## config.mk

```make
export PLATFORM = sky130hd
export DESIGN_NAME = im_prog_loader
export DESIGN_NICKNAME = d
export VERILOG_FILES = /design/src/rtl/loader_pkg.sv /design/src/rtl/im_port_mux.sv /design/src/rtl/im_prog_loader.sv
export SDC_FILE = /design/constraint.sdc
export NUM_CORES = 1
export LEC_CHECK = 0
export CAP_MARGIN = 10
export CORE_ASPECT_RATIO = 0.8
export CORE_MARGIN = 2
export CORE_UTILIZATION = 46
export CTS_CLUSTER_DIAMETER = 100
export DETAILED_ROUTE_END_ITERATION = 7
export MAX_ROUTING_LAYER = met4
export PLACE_DENSITY = 0.92
export REMOVE_ABC_BUFFERS = 1
export SYNTH_ARGS = -nofsm -noshare
export SYNTH_HDL_FRONTEND = slang
export SYNTH_SLANG_ARGS = --single-unit
export TNS_END_PERCENT = 10
```

## constraint.sdc

```tcl
create_clock -name clk -period 3.3 [get_ports clk]
set_input_delay 0.66 -clock clk [delete_from_list [all_inputs] [get_ports clk]]
set_output_delay 0.66 -clock clk [all_outputs]
set_load 0.05 [all_outputs]
```

## src/rtl/loader_pkg.sv

```systemverilog
// Shared defaults and state encoding for the boot-time IM program loader.
package loader_pkg;

    localparam int DATA_SIZE_DEF = 32;
    localparam int MEM_SIZE_DEF  = 10;

    localparam logic [2:0] S_IDLE   = 3'd0;
    localparam logic [2:0] S_LOAD   = 3'd1;
    localparam logic [2:0] S_VERIFY = 3'd2;
    localparam logic [2:0] S_DONE   = 3'd3;
    localparam logic [2:0] S_ERROR  = 3'd4;

    typedef enum logic [2:0] {
        ST_IDLE   = S_IDLE,
        ST_LOAD   = S_LOAD,
        ST_VERIFY = S_VERIFY,
        ST_DONE   = S_DONE,
        ST_ERROR  = S_ERROR
    } loader_state_e;

endpackage

```

## src/rtl/im_port_mux.sv

```systemverilog
// IM port ownership mux: the CPU fetch path drives IM once released, otherwise the loader does.
// Loader-side controls are gated so an idle loader presents an all-zero port.
module im_port_mux
    import loader_pkg::*;
#(
    parameter int DataSize = DATA_SIZE_DEF,
    parameter int MemSize  = MEM_SIZE_DEF
) (
    input  logic                cpu_own_i,
    input  logic [MemSize-1:0]  ld_addr_i,
    input  logic                ld_read_i,
    input  logic                ld_write_i,
    input  logic [DataSize-1:0] ld_data_i,
    input  logic [MemSize-1:0]  cpu_pc_i,
    input  logic                cpu_read_i,
    input  logic                cpu_en_i,
    output logic [MemSize-1:0]  im_addr_o,
    output logic                im_read_o,
    output logic                im_write_o,
    output logic                im_enable_o,
    output logic [DataSize-1:0] im_wdata_o
);

    always_comb begin
        im_addr_o   = '0;
        im_read_o   = 1'b0;
        im_write_o  = 1'b0;
        im_enable_o = 1'b0;
        im_wdata_o  = '0;
        if (cpu_own_i) begin
            im_addr_o   = cpu_pc_i;
            im_read_o   = cpu_read_i;
            im_enable_o = cpu_en_i;
        end else if (ld_read_i || ld_write_i) begin
            im_addr_o   = ld_addr_i;
            im_read_o   = ld_read_i;
            im_write_o  = ld_write_i;
            im_enable_o = 1'b1;
            if (ld_write_i) begin
                im_wdata_o = ld_data_i;
            end
        end
    end

endmodule

```

## src/rtl/im_prog_loader.sv

```systemverilog
// Boot-time program loader: streams words into IM from address 0, then releases the CPU.
// Optional read-back checksum verification is enabled with the LOADER_VERIFY_EN macro.
module im_prog_loader
    import loader_pkg::*;
#(
    parameter int DataSize = DATA_SIZE_DEF,
    parameter int MemSize  = MEM_SIZE_DEF
) (
    input  logic                clk,
    input  logic                reset,
    input  logic                load_start,
    input  logic                in_valid,
    output logic                in_ready,
    input  logic [DataSize-1:0] in_data,
    input  logic                in_last,
    input  logic [MemSize-1:0]  cpu_PC,
    input  logic                cpu_IM_read,
    input  logic                cpu_IM_en,
    output logic [MemSize-1:0]  IM_address,
    output logic                IM_read,
    output logic                IM_write,
    output logic                IM_enable,
    output logic [DataSize-1:0] IMin,
    input  logic [DataSize-1:0] IM_out,
    output logic                cpu_hold,
    output logic                load_done,
    output logic                load_error,
    output logic [MemSize:0]    word_cnt,
    output logic [2:0]          dbg_state
);

    localparam logic [MemSize-1:0] PTR_MAX = '1;
    localparam logic [MemSize-1:0] PTR_ONE = {{(MemSize-1){1'b0}}, 1'b1};
    localparam logic [MemSize:0]   CNT_ONE = {{MemSize{1'b0}}, 1'b1};

    loader_state_e       state_q, state_d;
    logic [MemSize-1:0]  ptr_q, ptr_d;
    logic [MemSize:0]    cnt_q, cnt_d;
    logic [DataSize-1:0] csum_q, csum_d;
    logic                wr_pend_q, wr_pend_d;
    logic [MemSize-1:0]  wr_addr_q, wr_addr_d;
    logic [DataSize-1:0] wr_data_q, wr_data_d;
    logic                fin_q, fin_d;
    logic                ovf_q, ovf_d;
    logic                accept;
    logic                rd_issue;
    logic [MemSize-1:0]  rd_addr;

`ifdef LOADER_VERIFY_EN
    logic [MemSize:0]    rd_cnt_q, rd_cnt_d;
    logic                rd_vld_q, rd_vld_d;
    logic [DataSize-1:0] vsum_q, vsum_d;
`else
    logic unused_im_out;
    assign unused_im_out = ^IM_out;
`endif

    // Stop accepting once the final or overflowing word is in its write cycle.
    assign in_ready = (state_q == ST_LOAD) && !fin_q && !ovf_q;
    assign accept   = in_valid && in_ready;

    always_comb begin
        state_d   = state_q;
        ptr_d     = ptr_q;
        cnt_d     = cnt_q;
        csum_d    = csum_q;
        wr_pend_d = 1'b0;
        wr_addr_d = wr_addr_q;
        wr_data_d = wr_data_q;
        fin_d     = fin_q;
        ovf_d     = ovf_q;
        rd_issue  = 1'b0;
        rd_addr   = '0;
`ifdef LOADER_VERIFY_EN
        rd_cnt_d  = rd_cnt_q;
        rd_vld_d  = 1'b0;
        vsum_d    = vsum_q;
`endif
        case (state_q)
            ST_IDLE, ST_DONE, ST_ERROR: begin
                if (load_start) begin
                    state_d = ST_LOAD;
                    ptr_d   = '0;
                    cnt_d   = '0;
                    csum_d  = '0;
                    fin_d   = 1'b0;
                    ovf_d   = 1'b0;
                end
            end
            ST_LOAD: begin
                if (accept) begin
                    wr_pend_d = 1'b1;
                    wr_addr_d = ptr_q;
                    wr_data_d = in_data;
                    ptr_d     = ptr_q + PTR_ONE;
                    cnt_d     = cnt_q + CNT_ONE;
                    csum_d    = csum_q ^ in_data;
                    if (in_last) begin
                        fin_d = 1'b1;
                    end else if (ptr_q == PTR_MAX) begin
                        ovf_d = 1'b1;
                    end
                end
                if (fin_q) begin
`ifdef LOADER_VERIFY_EN
                    state_d  = ST_VERIFY;
                    rd_cnt_d = '0;
                    vsum_d   = '0;
`else
                    state_d  = ST_DONE;
`endif
                end else if (ovf_q) begin
                    state_d = ST_ERROR;
                end
            end
`ifdef LOADER_VERIFY_EN
            ST_VERIFY: begin
                if (rd_cnt_q != cnt_q) begin
                    rd_issue = 1'b1;
                    rd_addr  = rd_cnt_q[MemSize-1:0];
                    rd_cnt_d = rd_cnt_q + CNT_ONE;
                    rd_vld_d = 1'b1;
                end
                // IM_out carries the datum of the read issued last cycle.
                if (rd_vld_q) begin
                    vsum_d = vsum_q ^ IM_out;
                    if (rd_cnt_q == cnt_q) begin
                        state_d = (vsum_d == csum_q) ? ST_DONE : ST_ERROR;
                    end
                end
            end
`endif
            default: state_d = ST_IDLE;
        endcase
    end

    always_ff @(posedge clk or negedge reset) begin
        if (!reset) begin
            state_q   <= ST_IDLE;
            ptr_q     <= '0;
            cnt_q     <= '0;
            csum_q    <= '0;
            wr_pend_q <= 1'b0;
            wr_addr_q <= '0;
            wr_data_q <= '0;
            fin_q     <= 1'b0;
            ovf_q     <= 1'b0;
`ifdef LOADER_VERIFY_EN
            rd_cnt_q  <= '0;
            rd_vld_q  <= 1'b0;
            vsum_q    <= '0;
`endif
        end else begin
            state_q   <= state_d;
            ptr_q     <= ptr_d;
            cnt_q     <= cnt_d;
            csum_q    <= csum_d;
            wr_pend_q <= wr_pend_d;
            wr_addr_q <= wr_addr_d;
            wr_data_q <= wr_data_d;
            fin_q     <= fin_d;
            ovf_q     <= ovf_d;
`ifdef LOADER_VERIFY_EN
            rd_cnt_q  <= rd_cnt_d;
            rd_vld_q  <= rd_vld_d;
            vsum_q    <= vsum_d;
`endif
        end
    end

    assign cpu_hold   = (state_q != ST_DONE);
    assign load_done  = (state_q == ST_DONE);
    assign load_error = (state_q == ST_ERROR);
    assign word_cnt   = cnt_q;
    assign dbg_state  = state_q;

    im_port_mux #(
        .DataSize (DataSize),
        .MemSize  (MemSize)
    ) u_port_mux (
        .cpu_own_i   (!cpu_hold),
        .ld_addr_i   (rd_issue ? rd_addr : wr_addr_q),
        .ld_read_i   (rd_issue),
        .ld_write_i  (wr_pend_q),
        .ld_data_i   (wr_data_q),
        .cpu_pc_i    (cpu_PC),
        .cpu_read_i  (cpu_IM_read),
        .cpu_en_i    (cpu_IM_en),
        .im_addr_o   (IM_address),
        .im_read_o   (IM_read),
        .im_write_o  (IM_write),
        .im_enable_o (IM_enable),
        .im_wdata_o  (IMin)
    );

endmodule

```

==> reports/summary.txt, run 1 <==
OUTCOME
--------------------------------------------------------------------------------------------------
Run status                                                                            complete, no violations

CLOCK NETWORK
--------------------------------------------------------------------------------------------------
Clock tree from TritonCTS                                                                     done
Cts bufs inserted                                                                                9
Number of clock sinks seen by CTS                                                               69
Root cell of the clock tree                                                           sky130_fd_sc_hd__clkbuf_8
H-tree depth reported by CTS                                                                     3
Clock transition time at the flip-flop clock pins of the worst setup and hold paths        0.07 ns
Post-cts hold buffer count                                                                       0
Clock network latency to the later pin of the worst-skew pair                              0.34 ns
CTS max path bufs                                                                                2

POWER
--------------------------------------------------------------------------------------------------
Power density over the cells                                                          878.8 nW/um^2
P_int                                                                                   0.002254 W
Switching power total                                                                   0.001957 W
Clock power frac                                                                             17.0%
Combinational share of power                                                                 52.7%
Switching share of total power                                                              46.47%
Proportion of power drawn by flip-flops and latches                                          30.4%
Highest ir drop seen on vdd                                                              0.5101 mV
Leak                                                                                      2.423 nW

STA
--------------------------------------------------------------------------------------------------
Final Slew Violations                                                                            0
Hold slack                                                                               0.2832 ns
Tcrit/Tclk final                                                                            95.20%
Maximum operating frequency                                                             0.3183 GHz
Final critical delay including setup and external delays                                  3.142 ns
Setup violation total in the final timing report                                                 0
Layout Skew                                                                            0.004085 ns
Worst path setup slack after routing                                                     0.1584 ns
Setup repair after global routing missed its margin                                             no
Worst slew margin relative to its limit                                                     48.92%
Count of endpoints failing hold in the final timing report                                       0
Slew at the pin with the worst max-slew slack                                            0.7661 ns

SYNTHESIS
--------------------------------------------------------------------------------------------------
Async S/R FF share, synth                                                                   100.0%
Total number of yosys warnings                                                                   0
Number of instances in the synthesized netlist                                                 394
EDFF count, synth                                                                                0
Top-area cell type share of the netlist area                                                51.24%
Dominant synthesized flop cell                                                        sky130_fd_sc_hd__dfrtp_1
Top cells by area, synth                                                              sky130_fd_sc_hd__dfrtp_1 51%, sky130_fd_sc_hd__nand2_1 17%, sky130_fd_sc_hd__and3_1 6.3%, sky130_fd_sc_hd__nand3_1 2.1%, sky130_fd_sc_hd__nor2_1 1.9%
Synthesis-stage register bit count                                                              69
Commonest cells in the synthesized netlist                                            154 x sky130_fd_sc_hd__nand2_1, 69 x sky130_fd_sc_hd__dfrtp_1, 34 x sky130_fd_sc_hd__and3_1
Count of cell types in the netlist                                                              43
Sequential area share after synthesis                                                       51.24%
Cell type with the largest total area after synthesis                                 sky130_fd_sc_hd__dfrtp_1
Library cell with the highest instance count after synthesis                          sky130_fd_sc_hd__nand2_1
Syn Std Cell Area                                                                        3369 um^2
Mean area per synthesized cell                                                          8.552 um^2

WORST SETUP PATH
--------------------------------------------------------------------------------------------------
Delay of the slowest cell on the worst path                                                0.84 ns
Cells traversed along the worst timing path                                           or3b_1, nor3_1, clkdlybuf4s50_1
Critical setup path kind                                                              flop to output pin
Setup crit start kind                                                                         flop
Required time of the worst setup path                                                      2.64 ns
Arrival time of the worst setup path                                                       2.48 ns
Top fanout value on the critical path                                                           10
CP endpoint kind                                                                        output pin
Slowest cell on the critical path                                                     sky130_fd_sc_hd__clkdlybuf4s50_1

ROUTE
--------------------------------------------------------------------------------------------------
Post-detailed-routing wire length                                                         8.597 mm
Drt wl/cell                                                                               14.55 um
Number of nets still failing antenna checks after routing                                        0
Via count                                                                                     3139
First-pass iteration count of the detailed router                                                4
Final routed DRC violation total                                                                 0
Vias per Instance                                                                            5.311
Initial drt markers                                                                            138

GLOBAL ROUTE
--------------------------------------------------------------------------------------------------
Global router's overall resource usage                                                      23.03%
Global-route wire length before repair                                                    14.25 mm
Pin count of the biggest net entering global routing                                            36
Initial antenna violation count                                                                  0
GRT overflow                                                                                     0
Number of global-route vias before repair                                                     3149

FLOORPLANNING
--------------------------------------------------------------------------------------------------
Die W                                                                                     99.69 um
Die Footprint                                                                            8030 um^2
IO Count                                                                                       144
Std-Cell Core Area                                                                       6993 um^2
Die span in y                                                                             80.55 um
Row count                                                                                       27
Initial standard-cell utilization of the core                                               48.18%

FINISH
--------------------------------------------------------------------------------------------------
Total area of multi-input combinational cells                                            1515 um^2
Final core occ                                                                              68.51%
Layout Cells excl Fill                                                                         591
Net count reported at finish                                                                   582
Number of antenna repair diodes                                                                  0
Area used by sequential logic in the layout                                              1727 um^2
Area added between synthesis and finish                                                     42.18%
Final-layout fill cell count                                                                   572
Layout cells sized above 1                                                                  16.07%

PLACE
--------------------------------------------------------------------------------------------------
Placed wire-length estimate after detailed placement                                      6.147 mm
Dpl cells                                                                                      575
Global placement routability congestion                                                     0.8347
Count of buffers from port buffering                                                           111
Dpl ws                                                                                   0.4899 ns

RUN
--------------------------------------------------------------------------------------------------
Max-cap violations                                                                               0

HOLD PATH
--------------------------------------------------------------------------------------------------
Hold Path Class                                                                       input port to asynchronous set/reset pin

==> cell families after synthesis <==
family,share of synthesized area [%]
AO/OA/AOI/OAI,4.679
flip-flops,51.24
XOR/XNOR,3.119
AND/OR/NAND/NOR,36.35
buffers and inverters,3.862
adder cells (fa/ha/maj),0.7425
==> power by group through the flow <==
stage                     sequential, W  combinational [W]  clock, W
final                           0.00128            0.00222  0.000715
after global routing            0.00131            0.00239  0.000774
after CTS                       0.00127            0.00223  0.000732
after global placement          0.00127            0.00217         0
after detailed placement        0.00129            0.00223         0
after floorplan                 0.00133            0.00132         0
==> registers in the layout, summed over array words and instances (netlist names) <==
name / cells
wr_data_q: 32
word_cnt: 11
ptr_q: 10
wr_addr_q: 10
dbg_state: 3
fin_q: 1
ovf_q: 1
wr_pend_q: 1
==> layout by cell type, fill, tap and decap left out, types with 5 or more instances in the layout <==
cell,Yosys,layout
sky130_fd_sc_hd__a21oi_1,8,8
sky130_fd_sc_hd__and3_1,34,34
sky130_fd_sc_hd__buf_12,0,13
sky130_fd_sc_hd__buf_4,0,40
sky130_fd_sc_hd__clkbuf_8,0,12
sky130_fd_sc_hd__clkdlybuf4s50_1,0,64
sky130_fd_sc_hd__dfrtp_1,69,69
sky130_fd_sc_hd__nand2_1,154,153
sky130_fd_sc_hd__nand3_1,14,14
sky130_fd_sc_hd__nand4_1,6,6
sky130_fd_sc_hd__nor2_1,17,17
sky130_fd_sc_hd__xnor2_1,7,7
sky130_fd_sc_hd__xor2_1,5,5
==> layer usage <==
layer / vias to the layer above / wire [um] / global-route usage, %
li1: 1505 / - / -
met1: 1505 / 3694 / 27.67
met2: 115 / 4282 / 37.43
met3: 14 / 507 / 7.746
met4: 0 / 114 / 6.575
met5: - / 0 / -
==> critical path, delay by kind of cell (launching register included) <==
| family | cells | cell delay (ns) |
|---|---|---|
| AND/OR/NAND/NOR | 2 | 0.80 |
| flip-flops | 1 | 0.50 |
| buffers and inverters | 1 | 0.84 |
==> through the flow <==
stage          power [W]  instance area, um^2  setup TNS (ns)
2_1_floorplan   0.002652                 3258          -2.908
3_3_place_gp    0.003438                 4573               0
3_5_place_dp    0.003512                 4573               0
4_1_cts         0.004238                 4785               0
5_1_grt         0.004469                 4791               0
6_report        0.004210                 4791               0
==> timing repair <==
action	CTS	global route
setup buffers	0	0
setup endpoints to repair	0	4
resized for setup	0	2
==> worst paths after layout <==
| kind | startpoint | to | slack, ns | cells past startpoint |
|---|---|---|---|---|
| max | dbg_state[1]$_DFFE_PN0P_ | in_ready | 0.16 | 3 |
| min | reset | word_cnt[7]$_DFFE_PN0P_ | 0.28 | 1 |
| max reg2reg | dbg_state[1]$_DFFE_PN0P_ | ptr_q[9]$_DFFE_PN0P_ | 0.98 | 5 |
| min reg2reg | wr_data_q[28]$_DFFE_PN0P_ | wr_data_q[28]$_DFFE_PN0P_ | 0.47 | 2 |
| max in group asynchronous | reset | wr_data_q[9]$_DFFE_PN0P_ | 2.30 | 2 |
| min in group clk | wr_data_q[28]$_DFFE_PN0P_ | wr_data_q[28]$_DFFE_PN0P_ | 0.47 | 2 |
==> cell type report <==
cell class                      instances  area share (%)
Clock buffer                           13           3.526
Clock inverter                          3          0.8880
Inverter                                5          0.4701
Multi-Input combinational cell        296           31.63
Sequential cell                        69           36.04
Tap cell                               87           2.272
Timing Repair Buffer                  118           25.18
No activity file was read; power rests on OpenSTA's default activity.
==> run 2: changes to the inputs <==
--- a/config.mk
+++ b/config.mk
@@ -7,7 +7,6 @@
 export LEC_CHECK = 0
 export CAP_MARGIN = 10
 export CORE_ASPECT_RATIO = 0.8
-export CORE_MARGIN = 2
 export CORE_UTILIZATION = 46
 export CTS_CLUSTER_DIAMETER = 100
 export DETAILED_ROUTE_END_ITERATION = 7
==> run 2 against run 1 <==
  * The run now ends with DRC left
  * Design area about the same
  * Die area down 4.4%
  * Register-to-register slack about the same
  * Global-route usage up 1.2 points
  * First-iteration DRC count up 11%
  * Wire length up 0.17%
  * Fmax up 1.3%
  * Via count down 1.6%
  * Hold slack about the same
  * Utilization down 0.054 points
  * Setup slack better by 0.041 ns
  * Clock power up 3.2%
  * Critical endpoint unchanged
  * Largest cell class unchanged
==> reports/summary.txt, run 2 (same netlist as run 1, synthesis figures left out) <==
ROUTE
--------------------------------------------------------------------------------------------------
Post-detailed-routing wire length                                                         8.612 mm
Number of nets still failing antenna checks after routing                                        0
Via count                                                                                     3090
First-pass iteration count of the detailed router                                                7
Final routed DRC violation total                                                                18
Vias per Instance                                                                            5.228
Drt wl/cell                                                                               14.57 um
Initial drt markers                                                                            153

STA
--------------------------------------------------------------------------------------------------
Maximum operating frequency                                                             0.3225 GHz
Tcrit/Tclk final                                                                            93.97%
Slew at the pin with the worst max-slew slack                                            0.7542 ns
Setup repair after global routing missed its margin                                             no
Final critical delay including setup and external delays                                  3.101 ns
Count of endpoints failing hold in the final timing report                                       0
Worst path setup slack after routing                                                     0.1991 ns
Worst slew margin relative to its limit                                                     49.72%
Hold slack                                                                               0.2832 ns
Layout Skew                                                                             0.01180 ns
Final Slew Violations                                                                            0
Setup violation total in the final timing report                                                 0

GLOBAL ROUTE
--------------------------------------------------------------------------------------------------
Global router's overall resource usage                                                      24.26%
GRT overflow                                                                                     0
Pin count of the biggest net entering global routing                                            47
Initial antenna violation count                                                                  0
Number of global-route vias before repair                                                     3067
Global-route wire length before repair                                                    14.28 mm

FINISH
--------------------------------------------------------------------------------------------------
Area added between synthesis and finish                                                     42.07%
Number of antenna repair diodes                                                                  0
Final core occ                                                                              68.46%
Layout Cells excl Fill                                                                         591
Most common cell after layout, fill and taps aside                                    sky130_fd_sc_hd__nand2_1
Net count reported at finish                                                                   582
Most frequent cells in the layout                                                     154 x sky130_fd_sc_hd__nand2_1, 69 x sky130_fd_sc_hd__dfrtp_1, 64 x sky130_fd_sc_hd__clkdlybuf4s50_1, 40 x sky130_fd_sc_hd__buf_4, 34 x sky130_fd_sc_hd__and3_1
Layout cells sized above 1                                                                  15.87%
Max FFs per register                                                                            32
Largest reg by FF count                                                                  wr_data_q

CLOCK NETWORK
--------------------------------------------------------------------------------------------------
Clock transition time at the flip-flop clock pins of the worst setup and hold paths        0.08 ns
Post-CTS setup-driven buffer insertion count                                                     0
Clock network latency to the later pin of the worst-skew pair                              0.35 ns
Number of clock sinks seen by CTS                                                               69
Gates resized, CTS repair                                                                        0
Root cell of the clock tree                                                           sky130_fd_sc_hd__clkbuf_8
CTS max path bufs                                                                                2
Clock tree from TritonCTS                                                                     done
H-tree depth reported by CTS                                                                     3
Post-cts hold buffer count                                                                       0
Cts bufs inserted                                                                                9

PLACE
--------------------------------------------------------------------------------------------------
Placed wire-length estimate after detailed placement                                      6.144 mm
Count of buffers from port buffering                                                           111
Dpl cells                                                                                      575
Dpl ws                                                                                   0.4518 ns
Global placement routability congestion                                                     0.8127

FLOORPLANNING
--------------------------------------------------------------------------------------------------
IO Count                                                                                       144
Die Footprint                                                                            7674 um^2
Row count                                                                                       27
Die span in y                                                                             78.55 um
Die W                                                                                     97.69 um
Std-Cell Core Area                                                                       6993 um^2
Initial standard-cell utilization of the core                                               48.18%

POWER
--------------------------------------------------------------------------------------------------
Highest ir drop seen on vdd                                                              0.5201 mV
Leak                                                                                      2.430 nW
Power density over the cells                                                          881.6 nW/um^2
Overall power                                                                           0.004220 W

OUTCOME
--------------------------------------------------------------------------------------------------
Violated checks                                                                                DRC
Run status                                                                            finished, violations left

WORST SETUP PATH
--------------------------------------------------------------------------------------------------
CP endpoint kind                                                                        output pin
CP top delay family                                                                   buffers and inverters
Cells traversed along the worst timing path                                           or3b_1, nor3_1, clkdlybuf4s50_1
Arrival time of the worst setup path                                                       2.44 ns
Top fanout value on the critical path                                                           10
Delay of the slowest cell on the worst path                                                0.84 ns
Bufs and invs on worst path                                                                      1
Required time of the worst setup path                                                      2.64 ns
Slowest cell on the critical path                                                     sky130_fd_sc_hd__clkdlybuf4s50_1
Critical setup path kind                                                              flop to output pin
Setup crit start kind                                                                         flop

RUN
--------------------------------------------------------------------------------------------------
Max-cap violations                                                                               0

HOLD PATH
--------------------------------------------------------------------------------------------------
Hold Path Class                                                                       input port to asynchronous set/reset pin

[run 2: cell types whose count changed in the layout (fill, tap and decap cells not counted), sizes merged]
cell and delta:
clkinv +2, bufinv +1, clkbuf -4, inv +1
[run 2: metrics by stage]
stage | TNS, ns | cell area (um^2)
2_1_floorplan | -2.908 | 3258
3_3_place_gp | 0 | 4573
3_5_place_dp | 0 | 4573
4_1_cts | 0 | 4787
5_1_grt | 0 | 4787
6_report | 0 | 4787
[run 2: path summary, 6_finish.rpt]
check                                                 end  slack (ns)                startpoint  cells past startpoint
worst max-delay path                             in_ready        0.20  dbg_state[1]$_DFFE_PN0P_                      3
worst max register to register  wr_data_q[10]$_DFFE_PN0P_        0.99  dbg_state[1]$_DFFE_PN0P_                      6
worst min register to register   wr_data_q[4]$_DFFE_PN0P_        0.47  wr_data_q[4]$_DFFE_PN0P_                      2
min in group clk                 wr_data_q[4]$_DFFE_PN0P_        0.47  wr_data_q[4]$_DFFE_PN0P_                      2
worst min-delay path             dbg_state[0]$_DFFE_PN0P_        0.28                     reset                      2
max in group asynchronous            ptr_q[8]$_DFFE_PN0P_        2.50                     reset                      2
[run 2: report_power, final]
group          total (W)  switching, W  internal (W)
Combinational    0.00220       0.00145      0.000748
Clock           0.000738      0.000317      0.000421
Sequential       0.00128      0.000191       0.00109
[run 2: final cells by class]
type                            count  area [um^2]
Inverter                            5        18.77
Multi-Input combinational cell    296         1513
Fill cell                         549         2206
Clock inverter                      7        90.09
Timing Repair Buffer              118         1206
Clock buffer                        9        123.9
Sequential cell                    69         1727
Tap cell                           87        108.9
[run 2: layer usage]
metal  vias to the layer above  GRT usage [%]  wire, um
li1                       1506              -         -
met1                      1475          28.02      3538
met2                        99          40.85      4468
met3                        10          7.747       522
met4                         0          7.121        82
met5                         -              -         0
==> RTL change 1 (settings of run 2) <==
`csum_q`, `wr_addr_q` and `wr_data_q` no longer have a reset.
--- a/src/rtl/im_prog_loader.sv
+++ b/src/rtl/im_prog_loader.sv
@@ -140,8 +140,5 @@
             ptr_q     <= '0;
             cnt_q     <= '0;
-            csum_q    <= '0;
             wr_pend_q <= 1'b0;
-            wr_addr_q <= '0;
-            wr_data_q <= '0;
             fin_q     <= 1'b0;
             ovf_q     <= 1'b0;
@@ -155,8 +152,5 @@
             ptr_q     <= ptr_d;
             cnt_q     <= cnt_d;
-            csum_q    <= csum_d;
             wr_pend_q <= wr_pend_d;
-            wr_addr_q <= wr_addr_d;
-            wr_data_q <= wr_data_d;
             fin_q     <= fin_d;
             ovf_q     <= ovf_d;
@@ -167,4 +161,10 @@
 `endif
         end
+    end
+
+    always_ff @(posedge clk) begin
+        csum_q    <= csum_d;
+        wr_addr_q <= wr_addr_d;
+        wr_data_q <= wr_data_d;
     end
 
Behaviour: same outputs for any inputs over 10 cycles, from zero or initial values and one cycle with reset low; that may be too few to reach the edited logic, so the function may still have changed.
==> RTL change 1 against run 2 <==
Design area shrank 6.0%. Setup slack got worse by 0.065 ns. Combinational power decreased by 28%. Area after synthesis is 9.4% lower. Via count fell by 19%. Total power shrank 15%. Critical path depth is 1 higher. First-iteration DRC count grew 58%. Wire length down 12%. Hold slack better by 0.22 ns. Cell count fell by 23%. Sequential cell count unchanged. Critical path type unchanged. Largest power group unchanged. Highest routed layer unchanged.
==> RTL change 1: results (changes against run 2) <==
| Metric | Value |
|---|---|
| Global-route wire length before repair | 11.2 mm (was 14.3 mm) |
| VDD IR-drop max | 0.469 mV (was 0.520 mV) |
| First DRT Iteration DRCs | 242 (was 153) |
| DR pass1 iterations | 4 (was 7) |
| Vias in the first global route | 2322 (was 3067) |
| Fraction of final layout cells sized beyond drive strength 1 | 0.0751 (was 0.159) |
| Area after DPL | 0.00425 mm² (was 0.00457 mm²) |
| Largest net degree at the start of global routing | 46 (was 47) |
| Number of library cell types mapped by synthesis | 44 (was 43) |
| RePlAce Congestion | 0.823 (was 0.813) |
| All-Layer GR Usage | 0.221 (was 0.243) |
| Total vias in the final route | 2498 (was 3090) |
| DRC violation count after routing | 0 (was 18) |
| Sequential element share of the synthesized area | 0.635 (was 0.512) |
| Top_reg_cell synth | sky130_fd_sc_hd__edfxtp_1 (was sky130_fd_sc_hd__dfrtp_1) |
| Slowest stage delay, CP | 0.82 ns (was 0.84 ns) |
| Number of enable-type register cells in the synthesized netlist | 42 (was 0) |
| Worst Clk Skew | 0.0113 ns (was 0.0118 ns) |
| Result of the run | complete, no violations (was complete, but fails checks) |
| Half-perimeter wire length of the detailed placement result | 5.15 mm (was 6.14 mm) |
| Cell total after placement | 441 (was 575) |
| Largest driver fanout on the critical path | 26 (was 10) |
| Fill cell count | 475 (was 549) |
| Startpoint of the worst-slack reg-to-reg timing path | dbg_state[2] (was dbg_state[1]) |
| Crit path DAT | 2.51 ns (was 2.44 ns) |
| Worst-margin pin slew | 0.889 ns (was 0.754 ns) |
| List of most frequent post-synthesis cells | 42 x sky130_fd_sc_hd__edfxtp_1, 37 x sky130_fd_sc_hd__and3_1, 28 x sky130_fd_sc_hd__nand2_1 (was 154 x sky130_fd_sc_hd__nand2_1, 69 x sky130_fd_sc_hd__dfrtp_1, 34 x sky130_fd_sc_hd__and3_1) |
| Post-DR wirelength/cell | 16.5 µm (was 14.6 µm) |
| Leak Pwr | 2.06 nW (was 2.43 nW) |
| Number of nets in the layout | 451 (was 582) |
| Top cells by area, synth | sky130_fd_sc_hd__edfxtp_1 41%, sky130_fd_sc_hd__dfrtp_1 22%, sky130_fd_sc_hd__and3_1 7.6%, sky130_fd_sc_hd__nand2_1 3.4%, sky130_fd_sc_hd__nand3_1 3.4% (was sky130_fd_sc_hd__dfrtp_1 51%, sky130_fd_sc_hd__nand2_1 17%, sky130_fd_sc_hd__and3_1 6.3%, sky130_fd_sc_hd__nand3_1 2.1%, sky130_fd_sc_hd__nor2_1 1.9%) |
==> RTL change 1: cell types whose count changed after synthesis, sizes merged, moves of 5 or more <==
cell,run 2,this run
nor2,19,8
nand3,15,21
mux2i,0,6
clkbuf,16,11
edfxtp,0,42
dfrtp,69,27
nand2,156,29
xnor2,7,0
==> RTL change 1: where the power goes <==
part,switching (mW),internal (mW),total (mW)
Combinational,1.08,0.502,1.58
Clock,0.330,0.429,0.759
Sequential,0.124,1.11,1.24
Total,1.53,2.05,3.58
==> RTL change 1: logic make-up (layout without fill, tap and decap cells) <==
| kind of cell | after synthesis | after routing | share of synthesized area |
|---|---|---|---|
| DFF | 69 | 69 | 0.635 |
| xor gates and xnor gates | 2 | 2 | 0.00574 |
| and+or+nand+nor | 122 | 122 | 0.226 |
| AOI/OAI and AO/OA | 35 | 35 | 0.0779 |
| adders and majority gates | 2 | 2 | 0.00820 |
| buffers and inverters | 21 | 137 | 0.0283 |
| muxes | 6 | 6 | 0.0197 |
==> RTL change 1: area by class of cell <==
type,instances,area (µm²),area share
clock buffers,9,124,0.0275
repair buffers,115,1180,0.263
well taps,84,105,0.0234
clock inverters,7,98.8,0.0220
multi-input cells,167,1030,0.229
flip-flops and latches,69,1940,0.430
inverters,6,22.5,0.00501
==> RTL change 1: routing by layer <==
layer  share of wire  up-vias  wire, µm  track usage
li1                -     1188         -            -
met1            0.41     1179      3110        0.253
met2            0.50      116      3800        0.378
met3           0.071       15       534       0.0737
met4           0.015        0       114       0.0564
met5               0        -         0            -
==> RTL change 1: worst paths after layout <==
kind,end,slack [ns],cells after the start
worst min register to register,ptr_q[9],0.50,1
max in group asynchronous,word_cnt[6],2.35,2
min in group asynchronous,ptr_q[6],0.69,2
worst min-delay path,ptr_q[9],0.50,1
worst max register to register,ptr_q[8],0.98,5
worst max-delay path,IMin[3],0.13,4
==> RTL change 1: worst register-to-register path, stage by stage (launching register included) <==
cell	delay, ns
sky130_fd_sc_hd__dfrtp_1	0.53
sky130_fd_sc_hd__nand3b_4	0.37
sky130_fd_sc_hd__inv_2	0.20
sky130_fd_sc_hd__o21ai_1	0.75
sky130_fd_sc_hd__nand2_1	0.17
sky130_fd_sc_hd__a31oi_1	0.22
==> RTL change 1: per-stage QoR <==
| stage | total power, mW | setup slack, ns |
|---|---|---|
| 2_1_floorplan | 2.25 | 0.241 |
| 3_3_place_gp | 2.79 | 0.538 |
| 3_5_place_dp | 2.84 | 0.457 |
| 4_1_cts | 3.60 | 0.0739 |
| 5_1_grt | 3.75 | 0.00967 |
| 6_report | 3.58 | 0.134 |
==> RTL change 2 (flow settings as in run 2) <==
Made on the original files. Build with the macro `LOADER_VERIFY_EN` defined.
--- a/src/rtl/im_prog_loader.sv
+++ b/src/rtl/im_prog_loader.sv
@@ -1,4 +1,6 @@
 // Boot-time program loader: streams words into IM from address 0, then releases the CPU.
 // Optional read-back checksum verification is enabled with the LOADER_VERIFY_EN macro.
+`define LOADER_VERIFY_EN
+
 module im_prog_loader
     import loader_pkg::*;
Behaviour: not the same (Yosys sat finds a counterexample within 4 cycles, from zero or initial values and one cycle with reset low).
==> RTL change 2 against run 2 <==
Area after synthesis is 130% higher. Sequential share of layout area is 0.41 points higher. Setup slack worse by 0.037 ns. Sequential cell count is 76 higher. Design area is 110% higher. Global-route usage is 1.7 points higher. Clock skew is 0.0046 ns lower. Count of clock-buffer cells in the layout is 12 higher. Total power is 85% higher. Wire length is 140% higher. Critical path type unchanged. Critical endpoint is now IM_address[3].
==> RTL change 2: results (changes against run 2) <==
| Metric | Value |
|---|---|
| Result of the run | complete, no violations (was complete, but fails checks) |
| Reg-to-reg critical path endpoint | dbg_state[2] (was wr_data_q[10]) |
| Cell class contributing the biggest share of worst-path delay | simple AND/OR/NAND/NOR gates (was buffers and inverters) |
| DR pass1 iterations | 5 (was 7) |
| Met2 Resource Use GR | 0.427 (was 0.409) |
| Top cells by area, synth | sky130_fd_sc_hd__dfrtp_1 48%, sky130_fd_sc_hd__nand2_1 9.2%, sky130_fd_sc_hd__xnor2_1 8.2%, sky130_fd_sc_hd__xor2_1 6.3%, sky130_fd_sc_hd__o21ai_0 4.5% (was sky130_fd_sc_hd__dfrtp_1 51%, sky130_fd_sc_hd__nand2_1 17%, sky130_fd_sc_hd__and3_1 6.3%, sky130_fd_sc_hd__nand3_1 2.1%, sky130_fd_sc_hd__nor2_1 1.9%) |
| H-tree levels | 4 (was 3) |
| Met3 layer usage reported by global route | 0.0585 (was 0.0775) |
| First DRT Iteration DRCs | 398 (was 153) |
| Half-perimeter wire length of the detailed placement result | 13.7 mm (was 6.14 mm) |
| Met1 usage | 0.323 (was 0.280) |
| Length of routed met3 wiring | 1.36 mm (was 522 µm) |
| Worst Clk Skew | 0.00718 ns (was 0.0118 ns) |
| Routed vias/inst | 5.45 (was 5.23) |
| Vias in the first global route | 6714 (was 3067) |
| Clk Latency, worst-skew pair | 0.42 ns (was 0.35 ns) |
| Largest net degree at the start of global routing | 84 (was 47) |
| Fraction of final layout cells sized beyond drive strength 1 | 0.117 (was 0.159) |
| Inserted Clock Buffers | 17 (was 9) |
| List of most frequent post-synthesis cells | 187 x sky130_fd_sc_hd__nand2_1, 145 x sky130_fd_sc_hd__dfrtp_1, 80 x sky130_fd_sc_hd__nor2_1 (was 154 x sky130_fd_sc_hd__nand2_1, 69 x sky130_fd_sc_hd__dfrtp_1, 34 x sky130_fd_sc_hd__and3_1) |
| Number of library cell types mapped by synthesis | 48 (was 43) |
| RePlAce Congestion | 0.884 (was 0.813) |
| Total vias in the final route | 6595 (was 3090) |
| Standard cell with the maximum stage delay on the critical path | sky130_fd_sc_hd__dfrtp_1 (was sky130_fd_sc_hd__clkdlybuf4s50_1) |
| Detail Route met2 WL | 9.87 mm (was 4.47 mm) |
| Fill cell count | 1258 (was 549) |
| Worst-margin pin slew | 0.842 ns (was 0.754 ns) |
## RTL change 2: changes by cell type after synthesis, sizes merged, moves of 13 or more
cell           run 2  this run
nand2            156       187
o21ai              6        68
dfrtp             69       145
xor2               5        55
inv                5        21
clkbuf            16        34
nor2              19        80
xnor2              7        71
nand4              6        19
## RTL change 2: cells by family (layout without fill, tap and decap cells)
| logic type | count (synthesis) | count (layout) | share of synthesized area |
|---|---|---|---|
| and+or+nand+nor | 386 | 386 | 0.231 |
| DFF | 145 | 145 | 0.477 |
| xor gates and xnor gates | 126 | 126 | 0.145 |
| AOI/OAI and AO/OA | 113 | 113 | 0.0905 |
| buffers and inverters | 69 | 213 | 0.0373 |
| muxes | 10 | 10 | 0.0145 |
| adders and majority gates | 3 | 3 | 0.00494 |
## RTL change 2: how the worst max path moves through the flow
| stage | startpoint | to | slack (ns) |
|---|---|---|---|
| 3_5_place_dp | IM_out[9] | dbg_state[0] | 0.35 |
| 6_report | dbg_state[0] | IM_address[3] | 0.16 |
| 2_1_floorplan | dbg_state[0] | ptr_q[7] | -1.66 |
| 5_1_grt | word_cnt[1] | IM_address[9] | 0.02 |
| 4_1_cts | dbg_state[0] | IM_address[3] | 0.07 |
| 3_3_place_gp | IM_out[9] | dbg_state[2] | 0.43 |
## RTL change 2: power breakdown
group	leakage [nW]	internal [mW]	switching [mW]
Clock	0.282	1.17	0.708
Combinational	2.31	1.28	1.92
Sequential	1.93	2.29	0.446
Total	4.53	4.74	3.08
## RTL change 2: layout make-up
class / count / share of cell area
Multi-Input combinational cell: 638 / 0.374
Sequential cell: 145 / 0.365
Timing Repair Buffer: 162 / 0.167
Clock buffer: 21 / 0.0483
Tap cell: 215 / 0.0270
Inverter: 22 / 0.00893
Clock inverter: 6 / 0.00843
Timing Repair inverter: 2 / 0.00151
